--- src/rtl/seq_pattern_generator.sv ---
// Serial test-pattern transmitter: shifts a captured pattern out MSB-first.
// Optional SEQGEN_ERR_INJECT_EN adds single-bit corruption of the first copy.
module seq_pattern_generator #(
  parameter int PAT_W = 8,
  parameter int LEN_W = 4,
  parameter int REP_W = 4,
  parameter int GAP_W = 4
) (
  input  logic             clk,
  input  logic             rst_n,
  input  logic             start,
  input  logic             stop,
  input  logic [PAT_W-1:0] pattern,
  input  logic [LEN_W-1:0] pat_len,
  input  logic [REP_W-1:0] rep,
  input  logic [GAP_W-1:0] gap,
`ifdef SEQGEN_ERR_INJECT_EN
  input  logic             err_inject,
  input  logic [LEN_W-1:0] err_pos,
`endif
  output logic             x,
  output logic             x_valid,
  output logic             busy,
  output logic             done,
  output logic             aborted
);

  typedef enum logic [1:0] {
    IDLE,
    SHIFT,
    GAP
  } state_t;

  state_t           state, state_n;
  logic [PAT_W-1:0] pat_q, pat_n;
  logic [LEN_W-1:0] lm1_q, lm1_n, lm1_cap;
  logic [GAP_W-1:0] gap_q, gap_n;
  logic             cont_q, cont_n;
  logic [LEN_W-1:0] bcnt, bcnt_n;
  logic [REP_W-1:0] rcnt, rcnt_n;
  logic [GAP_W-1:0] gcnt, gcnt_n;
  logic             first_q, first_n;
  logic             emit, adv, flip;
  logic             x_n, busy_n, done_n, aborted_n;

  function automatic logic bit_at(
    input logic [PAT_W-1:0] p,
    input logic [LEN_W-1:0] i
  );
    logic [PAT_W-1:0] t;
    t = p >> i;
    return t[0];
  endfunction

  always_comb begin
    lm1_cap = pat_len - 1'b1;
    if (pat_len == '0)
      lm1_cap = '0;
    else if (pat_len > LEN_W'(PAT_W))
      lm1_cap = LEN_W'(PAT_W - 1);
  end

  // Registers hold what is on x this cycle; bcnt is the bit index shown.
  always_comb begin
    state_n   = state;
    pat_n     = pat_q;
    lm1_n     = lm1_q;
    gap_n     = gap_q;
    cont_n    = cont_q;
    bcnt_n    = bcnt;
    rcnt_n    = rcnt;
    gcnt_n    = gcnt;
    first_n   = first_q;
    emit      = 1'b0;
    adv       = 1'b0;
    busy_n    = 1'b0;
    done_n    = 1'b0;
    aborted_n = 1'b0;
    unique case (state)
      IDLE: begin
        if (start) begin
          state_n = SHIFT;
          pat_n   = pattern;
          lm1_n   = lm1_cap;
          gap_n   = gap;
          cont_n  = (rep == '0);
          rcnt_n  = (rep == '0) ? '0 : rep - 1'b1;
          bcnt_n  = lm1_cap;
          gcnt_n  = '0;
          first_n = 1'b1;
          emit    = 1'b1;
          busy_n  = 1'b1;
        end
      end
      SHIFT: begin
        if (stop) begin
          state_n   = IDLE;
          aborted_n = 1'b1;
        end else if (bcnt != '0) begin
          bcnt_n = bcnt - 1'b1;
          emit   = 1'b1;
          busy_n = 1'b1;
        end else if (!cont_q && rcnt == '0) begin
          state_n = IDLE;
          done_n  = 1'b1;
        end else if (gap_q != '0) begin
          state_n = GAP;
          gcnt_n  = gap_q - 1'b1;
          first_n = 1'b0;
          busy_n  = 1'b1;
        end else begin
          adv = 1'b1;
        end
      end
      GAP: begin
        if (stop) begin
          state_n   = IDLE;
          aborted_n = 1'b1;
        end else if (gcnt != '0) begin
          gcnt_n = gcnt - 1'b1;
          busy_n = 1'b1;
        end else begin
          adv = 1'b1;
        end
      end
      default: state_n = IDLE;
    endcase
    // A copy only starts when copies remain, so rcnt never wraps.
    if (adv) begin
      state_n = SHIFT;
      bcnt_n  = lm1_q;
      first_n = 1'b0;
      emit    = 1'b1;
      busy_n  = 1'b1;
      if (!cont_q)
        rcnt_n = rcnt - 1'b1;
    end
  end

`ifdef SEQGEN_ERR_INJECT_EN
  logic             inj_q, inj_n;
  logic [LEN_W-1:0] epos_q, epos_n;

  always_comb begin
    inj_n  = inj_q;
    epos_n = epos_q;
    if (state == IDLE && start) begin
      inj_n  = err_inject;
      epos_n = err_pos;
    end
    flip = inj_n & first_n & (bcnt_n == epos_n);
  end

  always_ff @(posedge clk or negedge rst_n) begin
    if (!rst_n) begin
      inj_q  <= 1'b0;
      epos_q <= '0;
    end else begin
      inj_q  <= inj_n;
      epos_q <= epos_n;
    end
  end
`else
  assign flip = 1'b0;
`endif

  assign x_n = emit & (bit_at(pat_n, bcnt_n) ^ flip);

  always_ff @(posedge clk or negedge rst_n) begin
    if (!rst_n) begin
      state   <= IDLE;
      pat_q   <= '0;
      lm1_q   <= '0;
      gap_q   <= '0;
      cont_q  <= 1'b0;
      bcnt    <= '0;
      rcnt    <= '0;
      gcnt    <= '0;
      first_q <= 1'b0;
      x       <= 1'b0;
      x_valid <= 1'b0;
      busy    <= 1'b0;
      done    <= 1'b0;
      aborted <= 1'b0;
    end else begin
      state   <= state_n;
      pat_q   <= pat_n;
      lm1_q   <= lm1_n;
      gap_q   <= gap_n;
      cont_q  <= cont_n;
      bcnt    <= bcnt_n;
      rcnt    <= rcnt_n;
      gcnt    <= gcnt_n;
      first_q <= first_n;
      x       <= x_n;
      x_valid <= emit;
      busy    <= busy_n;
      done    <= done_n;
      aborted <= aborted_n;
    end
  end

endmodule
--- config.mk ---
export PLATFORM = sky130hd
export DESIGN_NAME = seq_pattern_generator
export DESIGN_NICKNAME = d
export VERILOG_FILES = /design/src/rtl/seq_pattern_generator.sv
export SDC_FILE = /design/constraint.sdc
export NUM_CORES = 1
export LEC_CHECK = 0
export BUFFER_PORTS_ARGS = -buffer_cell sky130_fd_sc_hd__buf_2
export CAP_MARGIN = 20
export CORE_MARGIN = 1.5
export CORE_UTILIZATION = 51
export CTS_CLUSTER_DIAMETER = 50
export DETAILED_ROUTE_END_ITERATION = 16
export PLACE_DENSITY = 0.8
export RECOVER_POWER = 25
export SYNTH_ARGS = -nofsm -noshare
export SYNTH_HDL_FRONTEND = slang
export SYNTH_SLANG_ARGS = --single-unit
--- constraint.sdc ---
create_clock -name clk -period 2.3 [get_ports clk]
set_input_delay 0.23 -clock clk [delete_from_list [all_inputs] [get_ports clk]]
set_output_delay 0.23 -clock clk [all_outputs]
set_load 0.005 [all_outputs]
==> run metrics <==
H-tree depth=2; total CTS buffers=5; initial antenna violation count=0; cell total after placement=304; Vias/cell=5.77; #FFs+latches synth=36; Pins Over Slew Limit=37; most common cell after layout, fill and taps aside=dfrtp_1; Seq/Total Area, Yosys=0.424; DR WL met3=180 um; Post-Syn Instances=208; row count=23; Port Buf Inserts=28; ys async rst share=1.00; largest net degree at the start of global routing=37; Yosys top cell area share=0.424; Crit-path slowest cell=or4b_4; unrepaired setup endpoints after global routing=yes; Clk Latency, worst-skew pair=0.30 ns; clock share of power=0.129; met2 WL=approximately 2.5 mm; Achievable Freq=433 MHz; hold_ws=0.166 ns; Mean Syn Cell Area=10.2 sq um; crit path capture type=flip-flop; Logic pwr share=0.568; register share of total power=0.303; routed len/inst=between 15 and 20 um; met1 wire length=2.18 mm; Core Area=0.00400 sq mm; setup ws final=-0.00994 ns; die height=67.6 um; DR vias=1800; detailed-route DRC error count=0; Clk pin slew, worst setup/hold paths=~0.070 ns; post-route ant nets=0; final hold violation count=0; clk_skew=0.00425 ns; status=finished with violations; CP max stage delay=between 0.4 and 0.5 ns; most frequent cells in the layout=36 x dfrtp_1, 27 x buf_2, 25 x buf_4, 17 x o21ai_0, 15 x nand2_1; Worst Path Max Fanout=5; I/O pin total=29; failing checks=max-capacitance violations, max-slew violations, negative setup slack; Power Density=1420 mW/mm^2; syn_nets=241; critical-path cell list=inv_1, ha_1, or4b_4, nand4_2, a211oi_1, a31oi_4, mux2_4, o22ai_2, nor4b_2; Min Clock Period, post-route=about 2.3 ns; max-cap viol count=1; crit start category=flip-flop; Post-DP Area=0.00247 sq mm; final instance area=0.00263 sq mm; CTS Hold Bufs=0; max_slew headroom=-0.259; Root Buffer=clkbuf_8; total power draw=~0.0038 W; clock buffer depth=2; CTS tree=done; Area Overhead vs Synth=23.8%; Slew @ Worst Pin=roughly 1.9 ns; worst endpoint required time=2.47 ns; Post-synth EDFFs=0; global route overflow=0; NumNets Final=294; maximum VDD drop=0.000735 V; Int Pwr=0.00225 W; post-DP HPWL=3.55 mm; switching fraction of total power=0.400; Finished Layout Cells=312; Hold/Removal Path Class=in2reg; Die ar.=0.00457 sq mm; first-pass GRT wire length=approximately 8.5 mm; post-synth design cell area=0.00213 sq mm; Final Core Density=0.658; number of diodes=0; critical path type=reg2reg; Switch Pwr=0.00150 W; data arrival time of the worst path=roughly 2.5 ns; global placer's final weighted congestion=~0.88; vias in the first global route=roughly 1800; final setup violation count=1; Distinct cells, synth=between 50 and 60; fraction of layout cells with a size suffix above 1=0.359; Initial Util=0.532; all-layer global routing usage=0.254; Leak=1.20 nW; Top Metal Used=met4; initial drt markers=~100; clk sinks=36; yosys warns=0; synth top area cells=dfrtp_1 42%, mux2_2 7.4%, ha_1 5.3%; drt first pass iters=4; Yosys top cell by area=dfrtp_1; Final Cycle Share=1.00; final WL=4.90 mm; die span in x=67.6 um; Synth Flop Type=dfrtp_1
[layout make-up]
cell class	count	area, sq um
clock buffers	7	86.3
clock inverters	1	7.51
fillers	310	1370
inverters	13	48.8
multi-input cells	152	1200
flip-flops and latches	36	901
well taps	50	62.6
repair buffers	53	327
[synthesized netlist by cell type (all sizes together) (2+ instances only)]
cell type	instances
mux2	16
nor2	10
nand3b	2
nand3	4
buf	3
and2	3
nand2	15
a22o	2
dfrtp	36
ha	9
a21oi	9
o31ai	2
o21a	2
a31oi	3
a211oi	6
o211ai	3
inv	13
a21o	2
nor4b	2
nand2b	6
mux2i	6
nor3	7
o21ai	17
clkbuf	4
o22ai	2
xor2	2
nand4	2
nor4	2
a21boi	2
nor3b	2
[per-stage QoR]
| step | setup slack, ns | TNS [ns] |
|---|---|---|
| after floorplan | 0.0114 | 0 |
| after global placement | 0.0220 | 0 |
| after detailed placement | -0.119 | -0.119 |
| after CTS | -0.0185 | -0.0185 |
| after global routing | -0.119 | -0.122 |
| final | -0.00994 | -0.00994 |
[flip-flops by register name, indices dropped and copies added, names as in the netlist]
name and cells:
pat_q 8, bcnt 4, gap_q 4, gcnt 4, lm1_q 4, rcnt 4
state 2, aborted 1, busy 1, cont_q 1, done 1, x 1
x_valid 1
[critical path: cells and delay by family, from the launching register on]
| kind | cells | cell delay, ns |
|---|---|---|
| compound gates | 3 | 0.53 |
| fa+ha+maj | 1 | 0.16 |
| buf+inv | 1 | 0.09 |
| flops | 1 | 0.39 |
| mux | 1 | 0.34 |
| simple gates | 3 | 0.67 |
[metal layers]
layer	up-vias	track usage
met3	9	0.0500
met4	0	0.0918
met1	874	0.324
li1	870	-
met5	-	0
met2	47	0.425
[power by group through the flow]
stage,combinational (W),clock [W],sequential (W)
final,0.00213,0.000483,0.00114
after floorplan,0.00129,0,0.00111
after global routing,0.00235,0.000514,0.00117
after CTS,0.00207,0.000495,0.00113
after global placement,0.00187,0,0.00112
after detailed placement,0.00194,0,0.00114
[worst paths after layout]
check	from	to	slack, ns	cells after the start
max in group asynchronous	rst_n	gap_q[2]$_DFFE_PN0P_	0.77	1
hold / removal	gap[2]	gap_q[2]$_DFFE_PN0P_	0.17	2
min in group asynchronous	rst_n	rcnt[2]$_DFF_PN0_	0.45	1
setup / recovery	rcnt[0]$_DFF_PN0_	x$_DFF_PN0_	-0.01	9
hold reg to reg	lm1_q[3]$_DFFE_PN0P_	lm1_q[3]$_DFFE_PN0P_	0.49	1
setup reg to reg	rcnt[0]$_DFF_PN0_	x$_DFF_PN0_	-0.01	9
[timing repair]
item / in CTS / in global routing
setup buffers: 0 / 0
pin swaps: 0 / 0
endpoints found under the setup margin: 2 / 7
gates resized for setup: 10 / 5
[kinds of logic after synthesis]
logic type      synth area share
buf+inv                   0.0447
flops                      0.424
simple gates               0.172
xor+xnor                  0.0124
mux                        0.113
compound gates             0.182
fa+ha+maj                 0.0529
Note: power is estimated with default switching activity, not from simulation.
